### src/rtl/seq_detect_ctrl.sv
// seq_detect_ctrl: configurable serial pattern detector with arm/disarm control and saturating match counter
module seq_detect_ctrl #(
    parameter int MAXLEN  = 8,
    parameter int CNT_W   = 8,
    parameter int OVERLAP = 1
) (
    input  logic              clk,
    input  logic              rst,
    input  logic              w,
    input  logic              cfg_valid,
    output logic              cfg_ready,
    input  logic [MAXLEN-1:0] cfg_pattern,
    input  logic [3:0]        cfg_len,
    output logic              cfg_err,
    input  logic              arm,
    input  logic              disarm,
    output logic              armed,
    output logic              z,
    input  logic              count_clr,
    output logic [CNT_W-1:0]  match_count
);

    typedef enum logic {IDLE, ARMED} state_t;

    state_t              state_q, state_d;
    logic [MAXLEN-2:0]   hist_q, hist_d;
    logic [3:0]          fill_q, fill_d;
    logic [MAXLEN-1:0]   pattern_q, pattern_d;
    logic [3:0]          len_q, len_d;
    logic                loaded_q, loaded_d;
    logic                z_q, z_d;
    logic                cfg_err_q, cfg_err_d;
    logic [CNT_W-1:0]    count_q, count_d;

    logic [MAXLEN-1:0]   shifted;
    logic [MAXLEN-1:0]   mask;
    logic                run, start, cfg_acc, cfg_ok, match;

    // State register
    always_ff @(posedge clk or posedge rst) begin
        if (rst) state_q <= IDLE;
        else     state_q <= state_d;
    end

    // Next state: arm needs a loaded pattern, disarm always wins
    always_comb begin
        state_d = (state_q == IDLE) ? ((arm && !disarm && loaded_q) ? ARMED : IDLE)
                                    : (disarm ? IDLE : ARMED);
    end

    // Moore outputs and registered pulses
    always_comb begin
        cfg_ready   = (state_q == IDLE);
        armed       = (state_q == ARMED);
        z           = z_q;
        cfg_err     = cfg_err_q;
        match_count = count_q;
    end

    // Datapath next values: history shift, fill tracking, match, config and counter
    always_comb begin
        shifted = {hist_q, w};
        mask    = '0;
        for (int i = 0; i < MAXLEN; i++) mask[i] = (i < int'(len_q));
        run       = (state_q == ARMED) && !disarm;
        start     = (state_q == IDLE) && (state_d == ARMED);
        cfg_acc   = cfg_valid && (state_q == IDLE);
        cfg_ok    = (cfg_len != 4'd0) && (cfg_len <= 4'(MAXLEN));
        match     = run && (({1'b0, fill_q} + 5'd1) >= {1'b0, len_q})
                        && (((shifted ^ pattern_q) & mask) == '0);
        hist_d    = start ? '0 : run ? shifted[MAXLEN-2:0] : hist_q;
        fill_d    = start ? 4'd0 : !run ? fill_q : (match && OVERLAP == 0) ? 4'd0
                  : (fill_q < len_q) ? fill_q + 4'd1 : fill_q;
        pattern_d = (cfg_acc && cfg_ok) ? cfg_pattern : pattern_q;
        len_d     = (cfg_acc && cfg_ok) ? cfg_len : len_q;
        loaded_d  = (cfg_acc && cfg_ok) ? 1'b1 : loaded_q;
        cfg_err_d = cfg_acc && !cfg_ok;
        z_d       = match;
        count_d   = match ? (count_clr ? CNT_W'(1) : (count_q == '1) ? count_q : count_q + CNT_W'(1))
                          : (count_clr ? '0 : count_q);
    end

    // Datapath registers
    always_ff @(posedge clk or posedge rst) begin
        if (rst) begin
            hist_q    <= '0;
            fill_q    <= '0;
            pattern_q <= '0;
            len_q     <= '0;
            loaded_q  <= 1'b0;
            z_q       <= 1'b0;
            cfg_err_q <= 1'b0;
            count_q   <= '0;
        end else begin
            hist_q    <= hist_d;
            fill_q    <= fill_d;
            pattern_q <= pattern_d;
            len_q     <= len_d;
            loaded_q  <= loaded_d;
            z_q       <= z_d;
            cfg_err_q <= cfg_err_d;
            count_q   <= count_d;
        end
    end

endmodule

### config.mk
export PLATFORM = sky130hd
export DESIGN_NAME = seq_detect_ctrl
export DESIGN_NICKNAME = d
export VERILOG_FILES = /design/src/rtl/seq_detect_ctrl.sv
export SDC_FILE = /design/constraint.sdc
export NUM_CORES = 1
export LEC_CHECK = 0
export ABC_CLOCK_PERIOD_IN_PS = 3600
export BUFFER_PORTS_ARGS = -buffer_cell sky130_fd_sc_hd__buf_4
export CAP_MARGIN = 20
export CORE_ASPECT_RATIO = 0.5
export CORE_MARGIN = 2
export CORE_UTILIZATION = 44
export CTS_CLUSTER_DIAMETER = 80
export DETAILED_ROUTE_END_ITERATION = 8
export GPL_ROUTABILITY_DRIVEN = 0
export SETUP_SLACK_MARGIN = 0.1
export SYNTH_ARGS = -nofsm -noshare
export SYNTH_HDL_FRONTEND = slang
export SYNTH_SLANG_ARGS = --single-unit
export TNS_END_PERCENT = 5
### constraint.sdc
create_clock -name clk -period 3.6 [get_ports clk]
set_clock_uncertainty 0.15 [all_clocks]
set_input_delay 0.18 -clock clk [delete_from_list [all_inputs] [get_ports clk]]
set_output_delay 0.18 -clock clk [all_outputs]
set_load 0.01 [all_outputs]
== Yosys cells after proc, flatten, opt, wreduce, memory -nomap -nowiden ==
Cells that the tools add are included.

* Flip-flop bits (word level): 35
* Output and inout bits: 12
* Input port bits: 19

* Multiplexer cells: 12
* $add $sub $neg: 3
* $lt $le $gt $ge: 11
* Eq/ne operators: 2
* Reductions and logical operators: 19
* Bitwise operators: 3

{| class="wikitable"
|+ Operators by type and width
! operator !! number
|-
| two-way mux 8 bit || 4
|-
| less-than comparator 3 x 4 -> 1 bit (first input constant) || 4
|-
| two-way mux 7 bit || 2
|-
| two-way mux 4 bit || 3
|-
| logical AND 1 bit || 10
|-
| adder 8 x 1 -> 8 bit (second input constant) || 1
|-
| bitwise AND 8 bit || 1
|-
| == test 8 bit (second input constant) || 1
|-
| logical NOT 8 bit || 1
|-
| less-than comparator 1 x 4 -> 1 bit (first input constant) || 2
|-
| less-than comparator 2 x 4 -> 1 bit (first input constant) || 2
|-
| XOR 8 bit || 1
|-
| nonzero test 2 bit || 3
|-
| adder 4 x 1 -> 5 bit (second input constant) || 1
|-
| >= comparator 5 x 4 -> 1 bit || 1
|-
| adder 4 x 1 -> 4 bit (second input constant) || 1
|-
| <= comparator 4 bit (second input constant) || 1
|-
| less-than comparator 4 bit || 1
|-
| AND reduction 2 bit || 2
|-
| nonzero test 4 bit || 1
|-
| two-way mux 1 bit || 3
|-
| logical NOT 1 bit || 2
|-
| != test 2 bit (second input constant) || 1
|-
| inverter 1 bit || 1
|}

== Longest topological paths before layout ==
* Depth in word-level cells: 8
* Gate-level depth with buffers: 8

== Least setup slack after synthesis ==
No wires, ideal clock.

* Path kind: register to register
* From: reg fill_q[0]
* To: reg count_q[5] (netlist: match_count[5])
* Arrival time: 2.052 ns
* Cell stages (with the launch flop): 9
* Setup slack: 1.271 ns
* Data required time: 3.322 ns
* Setup time: 0.128 ns
* Cell sequence: dfrtp_1 -> ha_1 -> xor2_1 -> ha_1 -> o21ai_0 -> o21ai_1 -> nand3_4 -> nor4_1 -> mux2_1

* Cells in the longest elaborated chain, start to end: 6
* Elaborated cells between the ends (all ways): 7

{| class="wikitable"
|+ RTL lines
! element !! RTL line !! RTL
|-
| from (decl) || 27 || <nowiki>logic [3:0] fill_q, fill_d;</nowiki>
|-
| from (signal assigned) || 96 || <nowiki>fill_q <= fill_d;</nowiki>
|-
| adder 4 x 1 -> 5 bit * || 69 || <nowiki>match = run && (({1'b0, fill_q} + 5'd1) >= {1'b0, len_q})</nowiki>
|-
| >= comparator 5 x 4 -> 1 bit * || 69 ||
|-
| logical AND 1 bit * || 69 ||
|-
| logical AND 1 bit * || 70 || <nowiki>&& (((shifted ^ pattern_q) & mask) == '0);</nowiki>
|-
| nonzero test 2 bit (no line) || n/a ||
|-
| AND reduction 2 bit (no line) || n/a ||
|-
| to (signal assigned) || 102 || <nowiki>count_q <= count_d;</nowiki>
|-
| to (decl) || 33 || <nowiki>logic [CNT_W-1:0] count_q, count_d;</nowiki>
|}

Every way passes the cells marked *; elsewhere a longest branch is shown, timed or not.
A chain may end at the register's enable or synchronous reset.

== Final worst setup path ==
* From: reg fill_q[0]
* To: reg count_q[7] (netlist: match_count[7])

Same word-level chain as after synthesis.

==> metrics <==
Hold Path Origin cfg_valid; Die W about 97 µm; CTS Root Cell clkbuf_8; met3 wire length 166 µm; leak pwr 1.12 nW; crit path max fanout 9; clk_lat worst skew 0.29 ns; H-tree depth 2; largest net degree at the start of global routing 36; ANT nets after route 0; Synthesized Nets just over 200; hold slack ~0.048 ns; Post-Syn Area roughly 1900 µm²; Pwr Total roughly 1.2 mW; final net count between 200 and 300; clk sink count 35; layout cell share with drive strength beyond 1 about a quarter; WHS Endpoint cfg_err; Avg Inst Size Synth approximately 11 µm²; WL met1 between 1500 and 2000 µm; Final Core Density approximately three fifths; Worst EP arrival roughly 2.5 ns; Seq/Total Area, Yosys between 40% and 50%; Vias around 1.4k; # diodes 0; Critical Path RT about 3.6 ns; postcts setup bufs 0; Rows 16; reg-to-reg endpoint match_count[7]; unrepaired setup endpoints after global routing false; minimum clock period ~2.5 ns; maxcap violations 0; Final setup viols 0; initial antenna violation count 0; max layer used met4; synth unique cells 38; CTS tree done; setup_tns 0 ns; fin crit share 68.1%; outcome complete, no violations; area grow syn2layout 28.8%; detailed-route wire length around 3800 µm; via/cell ratio about 5.1; Initial Util ~47%; Die Y between 50 and 60 µm; number of cells on the worst hold path 3; reg2reg setup slack 1.15 ns; post-synth top area cell dfrtp_1; Clock Pin Slew Worst Setup and Hold Paths 0.08 ns; Top-Level Pins 31; crit end category register; Critical Path Start Type register; post-synth top area share 46.4%; pwr/cell area about 490 nW/µm²; Num CTS Buffers 5; Starting DRT DRC Count 19; global-route wire length before repair 6610 µm; Port Buffers 30; GRT Util Overall between 10% and 20%; reg2reg start fill_q[0]; die area 4860 µm²; Worst Max-Slew Pin Slew ~0.55 ns; met2 wire len approximately 1700 µm; f_max 0.408 GHz; synth warn 0; vias in the first global route between 1k and 1.5k; Fin. Hold Viols 0; Post-Syn Instances 176; Worst slew margin 63.3%; core box area around 4000 µm²; global route overflow 0; WL per Instance approximately 14 µm; DRC errors left 0; peak supply drop approximately 0.28 mV; Final Max Slew Viols 0; Synth area leaders dfrtp_1 46%, ha_1 6.6%, mux2_1 4.8%; crit path kind reg -> reg; DRT Pass-1 Iters 4; R2R depth 8; clock buffer depth 2; synthesis-stage register bit count 35; Worst Hold Class in -> reg; DPL Wire Length between 2000 and 3000 µm
repair_timing:
action	in CTS	in global routing
gates resized for setup	0	0
hold endpoints to repair	48	0
hold buffers	14	0
worst max path at each step:
stage,startpoint,endpoint,slack [ns],cells after the start
floorplan,fill_q[0],match_count[5],1.27,8
finish,fill_q[0],match_count[7],1.15,8
global route,fill_q[0],match_count[7],0.93,8
detailed placement,fill_q[0],match_count[5],1.14,8
global placement,fill_q[0],match_count[7],1.19,8
CTS,fill_q[0],match_count[5],1.14,8
final cells by class:
cell class / instances / area (µm²)
fill: 354 / 1570
tap: 54 / 67.6
clock inverter: 2 / 35.0
sequential: 35 / 876
inverter: 9 / 33.8
timing repair buffer: 46 / 380
multi-input combinational: 128 / 956
clock buffer: 6 / 82.6
synth_stat cells:
cell type,instances
a211oi_1,1
a21oi_1,4
a22o_1,7
a31oi_1,4
and2b_1,1
buf_6,1
clkbuf_1,3
dfrtp_1,35
ha_1,10
inv_1,8
inv_2,1
mux2_1,8
mux2_2,7
mux2i_1,1
nand2_1,10
nand2b_1,2
nand3_1,6
nand3_4,1
nand3b_1,1
nand4_1,1
nor2_1,17
nor2_2,1
nor2b_1,8
nor3_1,3
nor3b_1,1
nor4_1,3
nor4_4,1
nor4b_2,1
o21a_1,1
o21ai_0,6
o21ai_1,2
o221ai_2,1
o22ai_1,1
o32ai_1,1
o41ai_1,1
or2_1,2
xnor2_1,9
xor2_1,5
registers in the layout, summed over array words and instances, names as in the netlist:
register     count
z                1
cfg_err          1
armed            1
pattern_q        8
loaded_q         1
fill_q           4
hist_q           7
match_count      8
len_q            4
logic make-up (layout without fill, tap and decap cells):
logic type,after synthesis,count (layout),share of synthesized area (%)
buffers and inverters,13,63,2.98
and+or+nand+nor,59,59,17.4
AOI/OAI and AO/OA,29,29,10.6
adders and majority gates,10,10,6.63
muxes,16,16,9.48
xor gates and xnor gates,14,14,6.49
DFF,35,35,46.4
metrics by stage:
step	worst slack [ns]	cell area, µm²	std cells
final	1.15	2430	280
after floorplan	1.27	1890	176
after global routing	0.931	2430	280
after global placement	1.19	2170	258
after detailed placement	1.14	2170	258
after CTS	1.14	2430	280
worst max-delay path: stages (launching register included):
cell and delay (ns):
dfrtp_1 0.41, ha_1 0.25, xor2_1 0.15, ha_1 0.27
o21ai_0 0.06, o21ai_1 0.20, nand3_4 0.15, nor4_1 0.34
mux2_1 0.35
metal layers:
| layer | vias up | GRT usage, % |
|---|---|---|
| li1 | 717 | - |
| met1 | 678 | 21.5 |
| met2 | 26 | 28.8 |
| met3 | 6 | 5.71 |
| met4 | 0 | 7.51 |
| met5 | - | 0 |
report_power, final:
part / switching, mW / leakage (nW) / total [mW] / internal [mW]
combinational: 0.156 / 0.609 / 0.314 / 0.157
sequential: 0.0557 / 0.454 / 0.501 / 0.445
clock: 0.147 / 0.0612 / 0.371 / 0.224
total: 0.359 / 1.12 / 1.19 / 0.826
cell usage in the layout, fill, tap and decap left out, types with 5 or more instances in the layout:
| cell type | n |
|---|---|
| dfrtp_1 | 35 |
| buf_4 | 32 |
| nor2_1 | 17 |
| dlygate4sd3_1 | 14 |
| nand2_1 | 10 |
| ha_1 | 10 |
| xnor2_1 | 9 |
| inv_1 | 8 |
| mux2_1 | 8 |
| nor2b_1 | 8 |
| mux2_2 | 7 |
| a22o_1 | 7 |
| o21ai_0 | 6 |
| nand3_1 | 6 |
| clkbuf_8 | 6 |
| xor2_1 | 5 |
Power figures use the tool's default switching activity.
